`src/rtl/exmem_stage_reg.sv`:
```
// rtl/exmem_stage_reg.sv - EX/MEM pipeline register with store lane steering and active-low bit-write mask
module exmem_stage_reg #(
  parameter int XLEN  = 32,
  parameter int OFF_W = $clog2(XLEN/8)
) (
  input  logic             clk,
  input  logic             reset,
  input  logic             stall,
  input  logic             flush,
  input  logic             EXE_valid,
  input  logic [XLEN-1:0]  ALU_out,
  input  logic [4:0]       EXE_write_addr,
  input  logic [2:0]       EXE_funct3,
  input  logic [XLEN-1:0]  EXE_pc,
  input  logic [XLEN-1:0]  EXE_memory_in,
  input  logic             EXE_RDSrc,
  input  logic             EXE_MemtoReg,
  input  logic             EXE_MemWrite,
  input  logic             EXE_MemRead,
  input  logic             EXE_RegWrite,
  output logic             MEM_valid,
  output logic [XLEN-1:0]  MEM_ALU_out,
  output logic [XLEN-1:0]  MEM_pc,
  output logic [4:0]       MEM_write_addr,
  output logic [2:0]       MEM_funct3,
  output logic [XLEN-1:0]  MEM_memory_in,
  output logic [XLEN-1:0]  MEM_MemWrite,
  output logic             MEM_RDSrc,
  output logic             MEM_MemtoReg,
  output logic             MEM_MemRead,
  output logic             MEM_RegWrite,
  output logic [OFF_W-1:0] MEM_byte_off,
  output logic             MEM_store_fault
);

  logic             valid_q, rdsrc_q, memtoreg_q, memread_q, regwrite_q, fault_q;
  logic [XLEN-1:0]  alu_q, pc_q, mem_in_q, mask_q;
  logic [4:0]       waddr_q;
  logic [2:0]       funct3_q;
  logic [OFF_W-1:0] off_q;

  logic [XLEN-1:0]  mem_in_d, mask_d;
  logic             fault_d;
  logic             legal, store_ok;
  int               off_i, nb;

  // A store is legal only when its size fits the word and its offset is size-aligned.
  always_comb begin
    off_i    = int'(ALU_out[OFF_W-1:0]);
    nb       = 1 << int'(EXE_funct3[1:0]);
    legal    = (nb <= XLEN/8) && ((off_i & (nb - 1)) == 0);
    store_ok = EXE_MemWrite && legal;
    fault_d  = EXE_MemWrite && !legal;
    mem_in_d = store_ok ? (EXE_memory_in << (8 * off_i)) : EXE_memory_in;
    mask_d   = '1;
    if (store_ok) begin
      for (int i = 0; i < XLEN/8; i++) begin
        if (i >= off_i && i < off_i + nb) mask_d[8*i +: 8] = 8'h00;
      end
    end
  end

  always_ff @(posedge clk) begin
    if (reset || flush || (!stall && !EXE_valid)) begin
      valid_q    <= 1'b0;
      alu_q      <= '0;
      pc_q       <= '0;
      waddr_q    <= '0;
      funct3_q   <= '0;
      mem_in_q   <= '0;
      mask_q     <= '1;
      rdsrc_q    <= 1'b0;
      memtoreg_q <= 1'b0;
      memread_q  <= 1'b0;
      regwrite_q <= 1'b0;
      off_q      <= '0;
      fault_q    <= 1'b0;
    end else if (!stall) begin
      valid_q    <= 1'b1;
      alu_q      <= ALU_out;
      pc_q       <= EXE_pc;
      waddr_q    <= EXE_write_addr;
      funct3_q   <= EXE_funct3;
      mem_in_q   <= mem_in_d;
      mask_q     <= mask_d;
      rdsrc_q    <= EXE_RDSrc;
      memtoreg_q <= EXE_MemtoReg;
      memread_q  <= EXE_MemRead;
      regwrite_q <= EXE_RegWrite;
      off_q      <= ALU_out[OFF_W-1:0];
      fault_q    <= fault_d;
    end
  end

  assign MEM_valid       = valid_q;
  assign MEM_ALU_out     = alu_q;
  assign MEM_pc          = pc_q;
  assign MEM_write_addr  = waddr_q;
  assign MEM_funct3      = funct3_q;
  assign MEM_memory_in   = mem_in_q;
  assign MEM_MemWrite    = mask_q;
  assign MEM_RDSrc       = rdsrc_q;
  assign MEM_MemtoReg    = memtoreg_q;
  assign MEM_MemRead     = memread_q;
  assign MEM_RegWrite    = regwrite_q;
  assign MEM_byte_off    = off_q;
  assign MEM_store_fault = fault_q;

endmodule

```
`config.mk`:
```
export PLATFORM = sky130hd
export DESIGN_NAME = exmem_stage_reg
export DESIGN_NICKNAME = d
export VERILOG_FILES = /design/src/rtl/exmem_stage_reg.sv
export SDC_FILE = /design/constraint.sdc
export NUM_CORES = 1
export LEC_CHECK = 0
export BUFFER_PORTS_ARGS = -buffer_cell sky130_fd_sc_hd__buf_4
export CAP_MARGIN = 20
export CELL_PAD_IN_SITES_DETAIL_PLACEMENT = 0
export CELL_PAD_IN_SITES_GLOBAL_PLACEMENT = 2
export CORE_MARGIN = 4
export CORE_UTILIZATION = 23
export DETAILED_ROUTE_END_ITERATION = 8
export PLACE_DENSITY_LB_ADDON = 0.12
export SLEW_MARGIN = 30
export SYNTH_ARGS = -nofsm -noshare
export SYNTH_HDL_FRONTEND = slang
export SYNTH_SLANG_ARGS = --single-unit
```
`constraint.sdc`:
```
create_clock -name clk -period 1.7 [get_ports clk]
set_clock_uncertainty 0.1 [all_clocks]
set_input_delay 0.255 -clock clk [delete_from_list [all_inputs] [get_ports clk]]
set_output_delay 0.255 -clock clk [all_outputs]
set_load 0.1 [all_outputs]
```
== Yosys cells after proc, flatten, opt, wreduce, memory -nomap -nowiden ==
Cells that the tools add are included.
Operators by class
  add/subtract/negate cells: 2
  magnitude comparators: 8
  shift operators: 2
  mux-type cells: 6
  bitwise logic cells: 1
  reductions and logical operators: 13
Operators with widths (count)
  < comparator 3 x 32 -> 1 bit, first input constant: 2
  2-to-1 mux 32 bit: 2
  adder 3 x 32 -> 32 bit: 1
  bitwise AND 3 x 32 -> 32 bit: 1
  less-or-equal comparator 32 x 4 -> 1 bit, second input constant: 1
  logical NOT 32 bit: 1
  < comparator 1 x 32 -> 1 bit, first input constant: 1
  < comparator 2 x 32 -> 1 bit, first input constant: 1
  2-to-1 mux 8 bit: 4
  << shifter 1 x 2 -> 32 bit, first input constant: 1
  << shifter 32 x 5 -> 32 bit: 1
  subtractor 32 x 2 -> 32 bit, second input constant: 1
  logical AND 1 bit: 7
  >= comparator 1 x 2 -> 1 bit, first input constant: 2
  logical NOT 1 bit: 3
  >= comparator 2 bit, first input constant: 1
  logical OR 1 bit: 2
Word-level totals
  bits in registers: 144
  output and inout port bits: 144
  word-level logic and storage cells: 45

== Depth between registers and ports, before layout ==
Gate-level depths: netlist of the first run.
  depth after elaboration: 7
  depth in mapped cells: 8
  mapped depth without buffers: 7

== Worst setup path before layout of the first run ==
No wires, ideal clock.
  path type: input-to-reg
  start: in ALU_out[1]
  end: reg mask_q[23], in the netlist MEM_MemWrite[23]
  library setup time: 0.136 ns
  arrival time: 1.644 ns
  required time: 1.464 ns
  slack: -0.180 ns
  stages on the path: 6
  cell sequence: buf_2 clkinv_1 fa_1 nand2b_1 a221oi_1 o221ai_1
On the way
  cells in the longest elaborated chain, start to end: 5
Ends and longest elaborated chain
  start: declaration: RTL line 11  | input logic [XLEN-1:0] ALU_out,
  adder 3 x 32 -> 32 bit / bitwise AND 3 x 32 -> 32 bit (equally long branches): RTL line 58, 51
  < comparator 3 x 32 -> 1 bit / logical NOT 32 bit (equally long branches): RTL line 58, 51
  logical AND 1 bit (on tied branches): RTL line 58, 51
  2-to-1 mux 8 bit / logical AND 1 bit (equally long branches): RTL line 58, 52
  2-to-1 mux 32 bit (*): RTL line 56  | if (store_ok) begin
  end signal: assignment: RTL line 85  | mask_q <= mask_d;
  end: declaration: RTL line 37  | logic [XLEN-1:0] alu_q, pc_q, mem_in_q, mask_q;
Mark *: on every way between the ends. The rest lies on a longest branch, timed or not.
A chain may end at the register's enable or synchronous reset.

== Worst setup path in the final report of the first run ==
  start: in EXE_funct3[0]
  end: reg mask_q[23], in the netlist MEM_MemWrite[23]
On the way
  cells in the longest elaborated chain, start to end: 7
Ends and longest elaborated chain
  start: declaration: RTL line 13  | input logic [2:0] EXE_funct3,
  << shifter 1 x 2 -> 32 bit (*): RTL line 50  | nb = 1 << int'(EXE_funct3[1:0]);
  branches (longest 5 deep; another with adder 3 x 32 -> 32 bit)
  2-to-1 mux 32 bit (*): RTL line 56
Mark *: on every way between the ends.

==> results of run 1 <==
cell families after synthesis:
logic type	count (synthesis)	synth area share, %
buffers and inverters	79	8.80
adders and majority gates	4	1.13
DFF	114	44.7
muxes	92	18.0
and+or+nand+nor	151	12.6
AOI/OAI and AO/OA	94	14.7
cell type report:
class / count / area [µm²] / area share, %
well taps: 280 / 350 / 4.05
clock inverters: 13 / 184 / 2.13
inverters: 6 / 23.8 / 0.275
repair buffers: 361 / 2960 / 34.3
multi-input cells: 341 / 2390 / 27.6
flip-flops and latches: 114 / 2290 / 26.5
clock buffers: 19 / 443 / 5.13
worst max-delay path, cell delays in order:
cell      delay [ns]
buf_4           0.12
nor2_2          0.13
ha_1            0.18
inv_1           0.05
fa_1            0.44
nand2b_1        0.18
a221oi_1        0.26
o221ai_1        0.16
synth_stat cells, types with 2 or more instances:
| cell type | instances |
|---|---|
| mux2i_1 | 92 |
| nor2_1 | 86 |
| buf_2 | 20 |
| o221a_2 | 4 |
| nor3_1 | 5 |
| a21oi_1 | 35 |
| inv_1 | 5 |
| ha_1 | 3 |
| nand2b_1 | 15 |
| a21o_1 | 2 |
| dfxtp_1 | 114 |
| a2bb2oi_1 | 16 |
| o221a_1 | 20 |
| or2_2 | 2 |
| clkbuf_1 | 20 |
| buf_6 | 2 |
| a31oi_1 | 2 |
| buf_4 | 30 |
| o311ai_0 | 8 |
| nand2_1 | 36 |
registers in the layout (all words and copies together) (netlist names), 3 cells and up:
name            flops
MEM_ALU_out        32
MEM_memory_in      32
MEM_pc             32
MEM_write_addr      5
MEM_MemWrite        4
MEM_funct3          3
per-layer routing:
| metal | part of all wire, % | wire [µm] | vias up | GRT usage (%) |
|---|---|---|---|---|
| met5 | 0 | 0 | - | 0 |
| met4 | 1.3 | 242 | 0 | 4.30 |
| met3 | 9.1 | 1670 | 19 | 5.42 |
| met2 | 49 | 8990 | 185 | 24.8 |
| met1 | 41 | 7440 | 2296 | 17.1 |
| li1 | - | - | 2460 | - |
where the power goes:
part           total, µW  switching [µW]  internal (µW)
clock network       3800            1310           2490
registers           2790            43.3           2750
logic               1680            1050            631
stage by stage:
stage,total power [µW],util [%]
after floorplan,3870,-
after global placement,4390,33.3
after detailed placement,4400,33.3
after CTS,8430,39.5
after global routing,8640,39.6
final,8280,39.6
how the worst min path moves through the flow:
stage                                                end  cells past startpoint              startpoint
after floorplan             MEM_ALU_out[10]$_SDFFE_PP0N_                      2             ALU_out[10]
after CTS                 MEM_memory_in[28]$_SDFFE_PP0N_                      2       EXE_memory_in[28]
after global placement            MEM_valid$_SDFFE_PP0N_                      2  MEM_valid$_SDFFE_PP0N_
after detailed placement          MEM_valid$_SDFFE_PP0N_                      2  MEM_valid$_SDFFE_PP0N_
final                     MEM_memory_in[28]$_SDFFE_PP0N_                      2       EXE_memory_in[28]
after global routing      MEM_memory_in[28]$_SDFFE_PP0N_                      2       EXE_memory_in[28]
==> impl_results.md, run 1 <==
- Status: complete, no violations
- Wire per inst: 16.2 µm
- Total CTS buffers: 17
- Yosys top cell area share: 44.7%
- CTS tree: done
- WP data arrival: 1.77 ns
- RD Place Congestion: ~0.79
- Register area share after synthesis: 44.7%
- Final Cycle Share: around 95%
- Async SR Flop Fraction: 0%
- Post-synthesis sequential element count: 114
- P&R area growth vs syn: 69.3%
- Primary FF master, synth: dfxtp_1
- Layout cells sized above 1: 39.3%
- Synth area leaders: dfxtp_1, mux2i_1, nor2_1
- First-pass GRT wire length: 27.8 mm
- Most frequent cells in the layout: buf_4, dfxtp_1, mux2i_1, nor2_1, dlygate4sd3_1
- Mapped Nets: 652
- Post-synthesis cell count: 534
- CTS max path bufs: 2
- Placed Cells: 1027
- Critical Path Fanout Max: 2
- P_leak: 0.00393 µW
- Post-route insts no fill: 1134
- 1st-pass router iterations: 4
- Clk root buf: clkbuf_16
- Mean Syn Cell Area: 9.56 µm²
- Max_slew headroom: 72.9%
- Final hold vios: 0
- R2R Path End: MEM_MemWrite[23]$_SDFFE_PP1N_
- Vias: 4960
- Post-CTS Setup Bufs: 0
- Initial Util: between 20% and 30%
- Slew Viols, Final: 0
- Core ar.: ~22000 µm²
- Unique cell type count in the Yosys netlist: 37
- Later-pin clock latency in the skew report: around 0.40 ns
- Num rows: 54
- Worst-Margin Slew: around 0.4 ns
- Worst Setup EP: MEM_MemWrite[23]$_SDFFE_PP1N_
- # H-tree levels: 4
- Die span in y: 157 µm
- Detailed placer's ending HPWL: 13.1 mm
- R2r setup slk: 0.65 ns
- Post-route DRC: 0
- Total wire length: 18.3 mm
- Drt first-iter violations: 136
- Max Clock Freq: around 0.62 GHz
- Layout Nets: 959
- PD cells: 958 nW/µm²
- Sink Count: 114
- Max rail drop VDD: 0.639 mV
- Critical path type: in -> reg
- Cts hold-fix bufs: 74
- Clock transition at the registers of the reported paths: around 0.06 ns
- PortBufs: 257
- # IOs: 258
- Post-synth top area cell: dfxtp_1
- Fin Setup TNS: 0 ns
- Syn Std Cell Area: 5100 µm²
- Crit start category: input port
- Initial antenna violation count: 0
- Filler instances: 2146
- Hold WS: 0.0239 ns
- Post-synth EDFFs: 0
- Crit Reg-Reg Startpoint: MEM_MemWrite[23]$_SDFFE_PP1N_
- Vias per cell: roughly 4.4
- Critical Path Start: EXE_funct3[0]
- Ant. Diodes: 0
- Worst hold path type: in -> reg
- WP data required: 1.86 ns
- Post-route cell area: 8640 µm²
- GR Util All Layers: between 10 and 15%
- CP Capture Type: flip-flop
- Vias in the first global route: 5107
- Cell area after placement: 7260 µm²
- RSZ-0062 raised after global routing: false
- MaxCap Viol Count: 0
- Tmin final: 1.61 ns
- Pre-CTS setup slack: -0.337 ns
- Commonest non-fill, non-tap cell in the layout: buf_4
- Final setup vio count: 0
- DRT antenna net count: 0
- Final worst slack: between 0.09 and 0.1 ns
- Chip Width: between 150 and 200 µm
- PostCTS Resize Cnt: 0
- Largest net degree at the start of global routing: 54
- Synth Warn #: 0
- Worst r2r path cells: 3
- Die footprint: about 25000 µm²
- Grt ovf: 0
Power figures use the tool's default switching activity.
==> inputs of run 2 (changes only) <==
--- a/config.mk
+++ b/config.mk
@@ -10,8 +10,9 @@
 export CELL_PAD_IN_SITES_DETAIL_PLACEMENT = 0
 export CELL_PAD_IN_SITES_GLOBAL_PLACEMENT = 2
 export CORE_MARGIN = 4
-export CORE_UTILIZATION = 23
+export CORE_UTILIZATION = 25
 export DETAILED_ROUTE_END_ITERATION = 8
+export GPL_TIMING_DRIVEN = 0
 export PLACE_DENSITY_LB_ADDON = 0.12
 export SLEW_MARGIN = 30
 export SYNTH_ARGS = -nofsm -noshare
==> constraint.sdc (replaced) <==
create_clock -name clk -period 2 [get_ports clk]
set_clock_uncertainty 0.1 [all_clocks]
set_input_delay 0.3 -clock clk [delete_from_list [all_inputs] [get_ports clk]]
set_output_delay 0.3 -clock clk [all_outputs]
set_load 0.1 [all_outputs]
==> impl_results.md, run 2 (same netlist as run 1, synthesis figures left out) <==
- Crit start category: input port
- Critical Path Fanout Max: 10
- Post-route insts no fill: 1092
- GR Util All Layers: between 15 and 20%
- Post-route cell area: 8030 µm²
- Worst-Margin Slew: 0.768 ns
- R2r setup slk: 0.94 ns
- Comb pwr share: between 10% and 20%
- Initial Util: 25.8%
- Max rail drop VDD: between 0.5 and 0.6 mV
- P&R area growth vs syn: 57.3%
- R2R Path End: MEM_MemWrite[23]$_SDFFE_PP1N_
- Later-pin clock latency in the skew report: 0.41 ns
- RSZ-0062 raised after global routing: false
- Pre-CTS setup slack: -0.397 ns
- First-pass GRT wire length: around 28 mm
- Post-route DRC: 0
- Final setup vio count: 0
- Most frequent cells in the layout: buf_4, dfxtp_1, mux2i_1, nor2_1, nand2_1
- Sink Count: 114
- PD cells: 858 nW/µm²
- Wire per inst: 17.2 µm
- RD Place Congestion: 0.817
- PortBufs: 257
- MaxCap Viol Count: 0
- Core ar.: 19800 µm²
- Worst r2r path cells: 3
- Filler instances: 2002
- Clock transition at the registers of the reported paths: 0.06 ns
- Final Cycle Share: 91.7%
- CP Capture Type: flip-flop
- Largest net degree at the start of global routing: 17
- P_leak: about 0.0037 µW
- Clk pwr share: 46.7%
- Commonest non-fill, non-tap cell in the layout: buf_4
- Total wire length: 18.8 mm
- P_sw: 2120 µW
- Slew Viols, Final: 0
- Drt first-iter violations: between 200 and 250
- Sequential Power Share: 34.4%
- Tmin final: around 1.8 ns
- Critical Path Start: EXE_funct3[0]
- Worst hold path type: in -> reg
- Num rows: a little over 50
- Switching share of power: a little under a third
- Grt ovf: 0
- Layout cells sized above 1: ~42%
- Ant. Diodes: 0
- Total CTS buffers: 17
- Max_slew headroom: roughly half
- Fin Setup TNS: 0 ns
- Initial antenna violation count: 0
- Cell area after placement: 7360 µm²
- Die footprint: 22800 µm²
- Crit Reg-Reg Startpoint: MEM_MemWrite[23]$_SDFFE_PP1N_
- Critical path type: in -> reg
- # IOs: 258
- Vias: 4894
- Clk root buf: clkbuf_16
- DRT antenna net count: 0
- Max Clock Freq: between 0.5 and 0.6 GHz
- Final worst slack: 0.166 ns
- Vias in the first global route: 5088
- Layout Nets: 932
- Final hold vios: 0
- Die span in y: around 150 µm
- Worst Setup EP: MEM_memory_in[26]$_SDFFE_PP0N_
- WP data required: roughly 2.3 ns
- # H-tree levels: 4
- Int Pwr: 4770 µW
- CTS max path bufs: 2
- Status: complete, no violations
- Vias per cell: 4.48
- 1st-pass router iterations: 4
- Placed Cells: 1056
- Detailed placer's ending HPWL: ~14 mm
- Chip Width: 151 µm
- CTS tree: done
- WP data arrival: 2.09 ns
[run 2: stage by stage]
step	hold WS (ns)	total power [µW]	util [%]
floorplan	0.344	3280	-
global placement	0.349	3710	37.2
detailed placement	0.353	3720	37.2
CTS	0.0000223	6970	40.5
global route	0.00918	7130	40.6
finish	0.0153	6880	40.6
[run 2: what timing repair did]
item                                    CTS  global route
buffers inserted                          0             1
gates resized for setup                   0             1
hold buffers                              3             0
endpoints found under the setup margin    0             3
hold endpoints to repair                  3             0
[run 2: metal layers]
metal | track usage [%] | up-vias | wire length, µm
li1 | - | 2398 | -
met1 | 19.4 | 2279 | 7720
met2 | 26.3 | 202 | 9090
met3 | 6.16 | 15 | 1770
met4 | 5.17 | 0 | 210
met5 | 0 | - | 0
[run 2: critical path, stage by stage]
cell      delay [ns]
buf_4           0.14
nor2_1          0.14
inv_1           0.06
ha_1            0.18
nand2b_1        0.26
o31ai_4         0.45
buf_2           0.33
o221a_1         0.22
[run 2: cell type report]
cell class	instances	area, µm²	area share, %
Clock inverter	14	181	2.26
Inverter	6	26.3	0.327
Timing Repair Buffer	261	1970	24.5
Multi-Input combinational cell	341	2370	29.5
Clock buffer	18	439	5.47
Sequential cell	114	2280	28.4
Tap cell	265	332	4.13
Buffer	73	427	5.32
[run 2: power groups by stage]
| stage | logic, µW | clock network, µW | registers (µW) |
|---|---|---|---|
| 2_1_floorplan | 425 | 0 | 2860 |
| 3_3_place_gp | 1290 | 0 | 2420 |
| 3_5_place_dp | 1300 | 0 | 2420 |
| 4_1_cts | 1300 | 3290 | 2370 |
| 5_1_grt | 1370 | 3380 | 2380 |
| 6_report | 1300 | 3210 | 2370 |
[run 2: how the worst min path moves through the flow]
stage	slack (ns)	end	start	cells after the start
after floorplan	0.34	MEM_ALU_out[10]$_SDFFE_PP0N_	ALU_out[10]	2
after global placement	0.35	MEM_valid$_SDFFE_PP0N_	MEM_valid$_SDFFE_PP0N_	2
after detailed placement	0.35	MEM_valid$_SDFFE_PP0N_	MEM_valid$_SDFFE_PP0N_	2
after CTS	0.00002	MEM_pc[5]$_SDFFE_PP0N_	EXE_pc[5]	3
after global routing	0.009	MEM_ALU_out[25]$_SDFFE_PP0N_	ALU_out[25]	3
final	0.02	MEM_ALU_out[8]$_SDFFE_PP0N_	ALU_out[8]	3
==> inputs of run 3 (changes only) <==
--- a/config.mk
+++ b/config.mk
@@ -11,6 +11,7 @@
 export CELL_PAD_IN_SITES_GLOBAL_PLACEMENT = 2
 export CORE_MARGIN = 4
 export CORE_UTILIZATION = 25
+export CTS_BUF_LIST = sky130_fd_sc_hd__clkbuf_16
 export DETAILED_ROUTE_END_ITERATION = 8
 export GPL_TIMING_DRIVEN = 0
 export PLACE_DENSITY_LB_ADDON = 0.12
==> impl_results.md, run 3 (same netlist as run 1, synthesis figures left out) <==
- Grt ovf: 0
- Sink Count: around 110
- Initial antenna violation count: 0
- Total CTS buffers: 17
- R2r setup slk: 0.95 ns
- Crit-path max cell delay: 0.45 ns
- Final hold vios: 0
- Worst r2r path cells: 3
- # H-tree levels: 4
- Initial Util: 25.8%
- Die span in y: 151 µm
- Worst path top cell family by delay: compound AO/OA/AOI/OAI gates
- Post-route cell area: 8020 µm²
- GR Util All Layers: 16.0%
- Num rows: 51
- PortBufs: 257
- P&R area growth vs syn: 57.1%
- Sequential Power Share: 34.7%
- Vias in the first global route: 5093
- WP data required: roughly 2.3 ns
- WP data arrival: 2.09 ns
- Clock transition at the registers of the reported paths: 0.06 ns
- Wire per inst: ~17 µm
- Worst Setup EP: MEM_memory_in[26]$_SDFFE_PP0N_
- Slew Viols, Final: 0
- Worst-Margin Slew: 0.747 ns
- CTS max path bufs: 2
- CP Cell Sequence: buf_4 > nor2_1 > inv_1 > ha_1 > nand2b_1 > o31ai_4 > buf_2 > o221a_1
- DRT antenna net count: 0
- Later-pin clock latency in the skew report: about 0.41 ns
- Total stage count of the critical path: 8
- Most frequent cells in the layout: buf_4, dfxtp_1, mux2i_1, nor2_1, nand2_1
- Critical Path Start: EXE_funct3[0]
- Final worst slack: 0.169 ns
- Hold path cells: 3
- MaxCap Viol Count: 0
- Max_slew headroom: approximately 50%
- Clk pwr share: 46.4%
- CP Capture Type: flip-flop
- Post-route DRC: 0
- Switching share of power: 30.9%
- CP bufs+invs: 3
- P_leak: between 0.003 and 0.004 µW
- RSZ-0062 raised after global routing: false
- Crit Reg-Reg Startpoint: MEM_MemWrite[23]$_SDFFE_PP1N_
- Commonest non-fill, non-tap cell in the layout: buf_4
- Pre-CTS setup slack: -0.397 ns
- CP max stage cell: o31ai_4
- Tmin final: 1.83 ns
- Clk root buf: clkbuf_16
- RD Place Congestion: slightly above 0.8
- Vias: 4895
- Vias per cell: 4.48
- First-pass GRT wire length: 28.1 mm
- Die footprint: 22800 µm²
- Total wire length: 18.8 mm
- Worst hold path type: in -> reg
- Int Pwr: 4730 µW
- Comb pwr share: 19.0%
- Critical Path Fanout Max: 10
- Critical path type: in -> reg
- Final setup vio count: 0
- Ant. Diodes: 0
- R2R Path End: MEM_MemWrite[23]$_SDFFE_PP1N_
- Max Clock Freq: 0.546 GHz
- Layout Nets: 932
- CTS tree: done
- Drt first-iter violations: 207
- PD cells: 854 nW/µm²
- 1st-pass router iterations: 4
- Largest net degree at the start of global routing: 17
- Status: complete, no violations
- P_sw: 2120 µW
- Core ar.: just under 20000 µm²
- Crit start category: input port
- Chip Width: 151 µm
- Cell area after placement: 7360 µm²
- Detailed placer's ending HPWL: 14.3 mm
- Layout cells sized above 1: 42.3%
- # IOs: 258
- Final Cycle Share: 91.5%
- Max rail drop VDD: 0.590 mV
run 3: metrics by stage:
stage | cells | TNS [ns] | hold slack (ns) | power, µW | utilization [%]
2_1_floorplan | 534 | 0 | 0.344 | 3280 | -
6_report | 1092 | 0 | 0.0135 | 6840 | 40.5
3_3_place_gp | 1056 | -9.29 | 0.349 | 3710 | 37.2
4_1_cts | 1091 | 0 | 0.0000238 | 6930 | 40.5
5_1_grt | 1092 | 0 | 0.00690 | 7090 | 40.5
3_5_place_dp | 1056 | -8.31 | 0.353 | 3720 | 37.2
run 3: repair_timing:
item | 4_1_cts | 5_1_grt
hold buffers | 3 | 0
setup buffers | 0 | 1
hold endpoints to repair | 3 | 0
gates resized for setup | 0 | 1
endpoints found under the setup margin | 0 | 3
run 3: area by class of cell:
class	instances	area [µm²]
Tap cell	265	332
Clock buffer	17	425
Multi-Input combinational cell	341	2370
Timing Repair Buffer	261	1970
Inverter	6	26.3
Clock inverter	15	185
Fill cell	2005	11800
Buffer	73	427
Sequential cell	114	2280
run 3: worst min-delay path by stage:
| stage | start | to | slack (ns) |
|---|---|---|---|
| floorplan | ALU_out[10] | MEM_ALU_out[10]$_SDFFE_PP0N_ | 0.34 |
| global placement | MEM_valid$_SDFFE_PP0N_ | MEM_valid$_SDFFE_PP0N_ | 0.35 |
| detailed placement | MEM_valid$_SDFFE_PP0N_ | MEM_valid$_SDFFE_PP0N_ | 0.35 |
| CTS | EXE_pc[5] | MEM_pc[5]$_SDFFE_PP0N_ | 0.00002 |
| global route | ALU_out[11] | MEM_ALU_out[11]$_SDFFE_PP0N_ | 0.007 |
| finish | EXE_pc[26] | MEM_pc[26]$_SDFFE_PP0N_ | 0.01 |
run 3: worst min-delay path, cell delays in order:
cell     delay (ns)
buf_4          0.07
mux2i_1        0.05
nor2_1         0.07
run 3: per-layer routing:
metal / share of wire [%] / vias up / GRT usage, % / routed length (µm)
met1: 41 / 2277 / 19.3 / 7640
met2: 48 / 198 / 26.3 / 9080
met4: 1.4 / 0 / 4.76 / 259
li1: - / 2402 / - / -
met3: 9.5 / 18 / 6.52 / 1780
met5: 0 / - / 0 / 0
run 3: power by group through the flow:
| stage | clock [µW] | combinational [µW] | sequential (µW) |
|---|---|---|---|
| final | 3170 | 1300 | 2370 |
| after detailed placement | 0 | 1300 | 2420 |
| after floorplan | 0 | 425 | 2860 |
| after CTS | 3250 | 1300 | 2370 |
| after global placement | 0 | 1290 | 2420 |
| after global routing | 3340 | 1370 | 2380 |
